[src/rtl/acq_seq_pkg.sv]
// Shared types and constants for the acquisition sequencer and its hit buffer.
// Build-time geometry falls back to these values when not set by the project.
`ifndef Np
`define Np 12
`endif
`ifndef PIXEL_NUM
`define PIXEL_NUM 16
`endif
`ifndef ACQ_NUM
`define ACQ_NUM 4
`endif

package acq_seq_pkg;

  typedef enum logic [2:0] {
    ST_IDLE,
    ST_COLLECT,
    ST_STREAM,
    ST_DRAIN,
    ST_DONE
  } acq_state_e;

  // Value streamed for a pixel that saw no timestamp during the shot.
  localparam int NO_HIT = 0;

  localparam int HB_LATENCY_DEFAULT = 4;

endpackage

[src/rtl/hit_buffer.sv]
// Per-pixel first-hit timestamp store: flagged write port, bulk clear,
// and a registered sequential read port that forwards a same-cycle write.
module hit_buffer
  import acq_seq_pkg::*;
#(
  parameter  int DEPTH = 16,
  parameter  int NP    = 12,
  localparam int AW    = $clog2(DEPTH)
) (
  input  logic          clk,
  input  logic          res,
  input  logic          clr,
  input  logic          wr_en,
  input  logic [AW-1:0] wr_addr,
  input  logic [NP-1:0] wr_data,
  output logic          wr_hit,
  input  logic          rd_en,
  input  logic [AW-1:0] rd_addr,
  output logic [NP-1:0] rd_data
);

  logic [NP-1:0]    mem [DEPTH];
  logic [DEPTH-1:0] flag_q, flag_d;
  logic [NP-1:0]    rd_data_q, rd_data_d;

  assign wr_hit  = flag_q[wr_addr];
  assign rd_data = rd_data_q;

  always_comb begin
    flag_d    = flag_q;
    rd_data_d = NP'(NO_HIT);
    if (clr) begin
      flag_d = '0;
    end else if (wr_en) begin
      flag_d[wr_addr] = 1'b1;
    end
    // A hit landing on the same edge the read is issued must not be missed.
    if (rd_en) begin
      if (wr_en && (wr_addr == rd_addr)) begin
        rd_data_d = wr_data;
      end else if (flag_q[rd_addr]) begin
        rd_data_d = mem[rd_addr];
      end
    end
  end

  always_ff @(posedge clk) begin
    if (wr_en && !clr) begin
      mem[wr_addr] <= wr_data;
    end
  end

  always_ff @(posedge clk or negedge res) begin
    if (!res) begin
      flag_q    <= '0;
      rd_data_q <= '0;
    end else begin
      flag_q    <= flag_d;
      rd_data_q <= rd_data_d;
    end
  end

endmodule

[src/rtl/acq_sequencer.sv]
// Frame sequencer: collects first-hit timestamps per pixel during a laser shot,
// streams them to the histogram builder, then waits for the peak result.
module acq_sequencer
  import acq_seq_pkg::*;
#(
  parameter  int NP         = `Np,
  parameter  int PIXEL_NUM  = `PIXEL_NUM,
  parameter  int ACQ_NUM    = `ACQ_NUM,
  parameter  int HB_LATENCY = HB_LATENCY_DEFAULT,
  localparam int PW         = $clog2(PIXEL_NUM),
  localparam int AW         = $clog2(ACQ_NUM + 1),
  localparam int DW         = $clog2(HB_LATENCY + 1)
) (
  input  logic          clk,
  input  logic          res,
  input  logic          start,
  input  logic          abort,
  input  logic          shot_end,
  input  logic          tdc_valid,
  input  logic [PW-1:0] tdc_pix,
  input  logic [NP-1:0] tdc_data,
  output logic          hb_wrEn,
  output logic [NP-1:0] hb_data,
  output logic          busy,
  output logic [AW-1:0] acq_cnt,
  output logic          peak_capture,
  output logic          frame_done,
  output logic          tdc_drop,
  output logic          overrun
);

  acq_state_e    state_q, state_d;
  logic [PW-1:0] idx_q, idx_d;
  logic [DW-1:0] drain_q, drain_d;
  logic [AW-1:0] acq_cnt_q, acq_cnt_d;
  logic          overrun_q, overrun_d;
  logic          hb_wr_en_q, hb_wr_en_d;
  logic          tdc_drop_q, tdc_drop_d;

  logic          buf_clr, buf_wr, buf_hit, buf_rd;
  logic [PW-1:0] buf_rd_addr;
  logic          pix_ok;

  assign pix_ok = int'(tdc_pix) < PIXEL_NUM;

  hit_buffer #(
    .DEPTH (PIXEL_NUM),
    .NP    (NP)
  ) u_hit_buffer (
    .clk     (clk),
    .res     (res),
    .clr     (buf_clr),
    .wr_en   (buf_wr),
    .wr_addr (tdc_pix),
    .wr_data (tdc_data),
    .wr_hit  (buf_hit),
    .rd_en   (buf_rd),
    .rd_addr (buf_rd_addr),
    .rd_data (hb_data)
  );

  always_comb begin
    state_d     = state_q;
    idx_d       = idx_q;
    drain_d     = drain_q;
    acq_cnt_d   = acq_cnt_q;
    overrun_d   = overrun_q;
    hb_wr_en_d  = 1'b0;
    tdc_drop_d  = 1'b0;
    buf_clr     = 1'b0;
    buf_wr      = 1'b0;
    buf_rd      = 1'b0;
    buf_rd_addr = '0;

    if (abort) begin
      state_d = ST_IDLE;
      idx_d   = '0;
      drain_d = '0;
      buf_clr = 1'b1;
    end else begin
      // Late timestamps and stray shot ends are only flagged while busy.
      if (state_q != ST_IDLE && state_q != ST_COLLECT) begin
        tdc_drop_d = tdc_valid;
        if (shot_end) overrun_d = 1'b1;
      end
      unique case (state_q)
        ST_IDLE: begin
          if (start) begin
            state_d   = ST_COLLECT;
            acq_cnt_d = '0;
            overrun_d = 1'b0;
            buf_clr   = 1'b1;
          end
        end
        ST_COLLECT: begin
          if (tdc_valid) begin
            if (pix_ok && !buf_hit) buf_wr = 1'b1;
            else tdc_drop_d = 1'b1;
          end
          if (shot_end) begin
            state_d    = ST_STREAM;
            idx_d      = '0;
            buf_rd     = 1'b1;
            hb_wr_en_d = 1'b1;
          end
        end
        ST_STREAM: begin
          if (idx_q == PW'(PIXEL_NUM - 1)) begin
            acq_cnt_d = acq_cnt_q + 1'b1;
            buf_clr   = 1'b1;
            drain_d   = '0;
            state_d   = (int'(acq_cnt_d) < ACQ_NUM) ? ST_COLLECT : ST_DRAIN;
          end else begin
            idx_d       = idx_q + 1'b1;
            buf_rd      = 1'b1;
            buf_rd_addr = idx_d;
            hb_wr_en_d  = 1'b1;
          end
        end
        ST_DRAIN: begin
          if (drain_q == DW'(HB_LATENCY - 1)) state_d = ST_DONE;
          else drain_d = drain_q + 1'b1;
        end
        ST_DONE: state_d = ST_IDLE;
        default: state_d = ST_IDLE;
      endcase
    end
  end

  always_ff @(posedge clk or negedge res) begin
    if (!res) begin
      state_q    <= ST_IDLE;
      idx_q      <= '0;
      drain_q    <= '0;
      acq_cnt_q  <= '0;
      overrun_q  <= 1'b0;
      hb_wr_en_q <= 1'b0;
      tdc_drop_q <= 1'b0;
    end else begin
      state_q    <= state_d;
      idx_q      <= idx_d;
      drain_q    <= drain_d;
      acq_cnt_q  <= acq_cnt_d;
      overrun_q  <= overrun_d;
      hb_wr_en_q <= hb_wr_en_d;
      tdc_drop_q <= tdc_drop_d;
    end
  end

  assign hb_wrEn      = hb_wr_en_q;
  assign busy         = (state_q != ST_IDLE);
  assign acq_cnt      = acq_cnt_q;
  assign peak_capture = (state_q == ST_DRAIN) && (drain_q == DW'(HB_LATENCY - 1));
  assign frame_done   = (state_q == ST_DONE);
  assign tdc_drop     = tdc_drop_q;
  assign overrun      = overrun_q;

endmodule

[config.mk]
export PLATFORM = sky130hd
export DESIGN_NAME = acq_sequencer
export DESIGN_NICKNAME = d
export VERILOG_FILES = /design/src/rtl/acq_seq_pkg.sv /design/src/rtl/hit_buffer.sv /design/src/rtl/acq_sequencer.sv
export SDC_FILE = /design/constraint.sdc
export NUM_CORES = 1
export LEC_CHECK = 0
export ABC_CLOCK_PERIOD_IN_PS = 5800
export BUFFER_PORTS_ARGS = -buffer_cell sky130_fd_sc_hd__buf_4
export CORE_UTILIZATION = 37
export CTS_BUF_LIST = sky130_fd_sc_hd__clkbuf_8
export CTS_CLUSTER_DIAMETER = 150
export DETAILED_ROUTE_END_ITERATION = 8
export PLACE_DENSITY_LB_ADDON = 0.05
export RECOVER_POWER = 100
export SETUP_SLACK_MARGIN = 0.02
export SKIP_CTS_REPAIR_TIMING = 1
export SLEW_MARGIN = 30
export SYNTH_ARGS = -nofsm -noshare
export SYNTH_HDL_FRONTEND = slang
export SYNTH_HIERARCHICAL = 1
export SYNTH_SLANG_ARGS = --single-unit
[constraint.sdc]
create_clock -name clk -period 5.8 [get_ports clk]
set_clock_uncertainty 0.1 [all_clocks]
set_input_delay 0.29 -clock clk [delete_from_list [all_inputs] [get_ports clk]]
set_output_delay 0.29 -clock clk [all_outputs]
set_load 0.1 [all_outputs]
==> results.md <==
* Outcome: finished, violations left
* Failing checks: DRC, hold timing, capacitance limit, slew limit
* Clock Path Buffers at 3
* Synth area leaders: edfxtp_1, dfrtp_1, mux4_2
* Worst-path clk slew at ~60 ps
* Number of global-route vias before repair at around 5700
* CTS tree: built
* Sw frac at 21.8%
* Final Max Slew Viols at 86
* Asr flop ratio synth at 18.6%
* Wire length of the first global-routing pass at 36.6 mm
* Sw power at approximately 0.75 mW
* Post-synth EDFFs at 192
* Measured slew at the worst slew-check pin at around 2600 ps
* Clock latency on the worst-skew pair at between 500 and 600 ps
* Routed len/inst at 24.1 µm
* Yosys warnings at 6
* Critical Path Slowest Stage Cell: nor3_1
* # DRC at 3
* PortBufs at 42
* Seq/Total Area, Yosys at about two thirds
* P_leak at between 3 and 4 nW
* DRT iter0 DRCs at 394
* Post-Synthesis Cells at 573
* Synth Cell Area at 10000 µm²
* CP Launch Type: flip-flop
* Share of power burned in registers at 53.8%
* Crit-path max FO at 13
* IO Count at 43
* Root Driver: clkbuf_8
* CP Capture Type: flip-flop
* Gr usage total at between 15 and 20%
* WP buf/inv at 0
* Worst EP arrival at 4400 ps
* Fin. Hold Viols at 2
* Seq cells post-synth at around 240
* Initial antenna violation count at 0
* Vias at 5491
* CP Cell Sequence: mux4_2 -> mux4_2 -> nor4b_1 -> nand2b_1 -> or3_1 -> nor3_1
* Fmax at approximately 230 MHz
* Count leader, synth: edfxtp_1
* CTS sink cnt at approximately 240
* CTS Buf Count at 41
* RSZ-0062 raised after global routing: false
* Cell Pwr Density at 306 nW/µm²
* Most frequent CP cell: mux4_2
* Die area at ~28000 µm²
* TNS Setup at 0 ps
* Largest net degree at the start of global routing at 45
* Num rows at 59
* Vias per cell at about 5.5
* Crit path required time at 5810 ps
* Max cap viols at 4
* Initial Util at 38.1%
* Syn Area/Cell at around 17 µm²
* Final setup violation count at 0
* DRT antenna net count at 0
* Count of unique library cells instantiated by Yosys at 60
* Core Region at 26300 µm²
* CP top delay family: simple AND/OR/NAND/NOR gates
* Detailed Route WL at 24.2 mm
* Antenna cell count at 0
* Layout cell share with drive strength beyond 1 at 15.2%
* Min-delay worst type: input port to flip-flop
* Critical setup path kind: flip-flop to flip-flop
* P_int at 2.69 mW
* Clock Power Share at between 40% and 50%
* Main flop type after synthesis: edfxtp_1
* Final Net Count at 666
* Grt total ovfl at 0
* Placement Cell Area at 10600 µm²
* HPWL after DPL at 15.2 mm
* Logic pwr share at 4.1%
* H-Tree Level Count at 2
* Fin area at ~11000 µm²
* Layout area overhead at 12.1%
* Synth area leader: edfxtp_1
* Leading cell types by count after synthesis: edfxtp_1, dfrtp_1, mux2i_1
* Period minus WS final at about 4400 ps
* Gpl congestion at just under 0.8
* Worst hold margin at -17.2 ps
* Slew headroom at -70.5%
* CP max stage delay at about 1400 ps
* Synth Net Count at 599
* Die Y at approximately 170 µm
* Final period utilization at 75.7%
* TritonRoute pass-1 iters at 6
* Peak VDD IR at 192 µV
* Area share of the largest cell type after synthesis at 57.6%
* Die X-Extent at 166 µm
-- sequential cells by signal, indices dropped and copies added, names as in the netlist --
signal	flops
acq_cnt	3
drain_q	3
hb_wrEn	1
idx_q	4
overrun	1
state_q	3
tdc_drop	1
u_hit_buffer/flag_q	16
u_hit_buffer/mem	192
u_hit_buffer/rd_data	12
-- cell type report --
cell class / count / area, µm²
Fill cell: 2403 / 15100
Sequential cell: 236 / 6870
Multi-Input combinational cell: 285 / 2760
Clock buffer: 49 / 674
Tap cell: 335 / 419
Timing Repair Buffer: 62 / 330
Clock inverter: 23 / 118
Inverter: 14 / 52.6
-- final timing paths --
path | startpoint | end | slack (ps) | depth (start not counted)
worst max-delay path | u_hit_buffer/flag_q[12] | u_hit_buffer/mem[0][5] | 1410 | 6
worst max register to register | u_hit_buffer/flag_q[12] | u_hit_buffer/mem[0][5] | 1410 | 6
worst min register to register | u_hit_buffer/flag_q[15] | u_hit_buffer/flag_q[15] | 410 | 1
worst min-delay path | tdc_pix[2] | u_hit_buffer/flag_q[2] | -20 | 2
max in group asynchronous | res | u_hit_buffer/rd_data[0] | 3120 | 2
min in group asynchronous | res | acq_cnt[0] | 1000 | 2
-- cells in the final DEF (no fill, tap or decap), drive strengths merged, types with 3 or more instances in the layout --
master and instances:
clkinv 11, nand2 10, o41ai 11, a22oi 20, clkbuf 92, nor3 8, o2bb2ai 7, xnor2 3
a21oi 5, mux4 38, dfrtp 44, ha 4, o31ai 3, a21o 12, nor2b 15, a21boi 10
o32ai 5, dlygate4sd3 4, buf 15, a211oi 10, nor2 21, inv 25, nand3 7, xor2 4
mux2i 41, nand4 12, and2 3, nand2b 8, edfxtp 192
-- cell families (layout without fill, tap and decap cells) --
group	Yosys count	count (layout)	synth area share (%)
buffers and inverters	52	148	3.38
DFF	236	236	68.6
and+or+nand+nor	97	97	5.51
AOI/OAI and AO/OA	96	96	8.09
muxes	81	81	13.3
adders and majority gates	4	4	0.500
xor gates and xnor gates	7	7	0.613
-- power groups by stage --
| stage | sequential [mW] | clock, mW | combinational (mW) |
|---|---|---|---|
| global placement | 1.88 | 0 | 0.149 |
| CTS | 1.85 | 1.49 | 0.151 |
| floorplan | 1.88 | 0 | 0.0826 |
| detailed placement | 1.88 | 0 | 0.150 |
| global route | 1.85 | 1.57 | 0.154 |
| finish | 1.85 | 1.45 | 0.142 |
-- per-stage QoR --
step	power (mW)	util, %	worst slack, ps	hold WS, ps	instances
global placement	2.03	40.5	1770	252	927
CTS	3.49	43.5	1800	-332	999
detailed placement	2.03	40.5	1810	247	927
global route	3.57	42.7	947	-25.9	1004
floorplan	1.97	-	2040	-106	573
finish	3.44	42.7	1410	-17.2	1004
-- metal layers --
metal  global-route usage [%]  wire length [µm]  vias up
li1                         -                 -     2453
met2                     29.6             11700      138
met1                     24.6             11000     2859
met5                        0                 0        -
met3                     3.07              1090       41
met4                     4.99               418        0
Power figures use the tool's default switching activity.
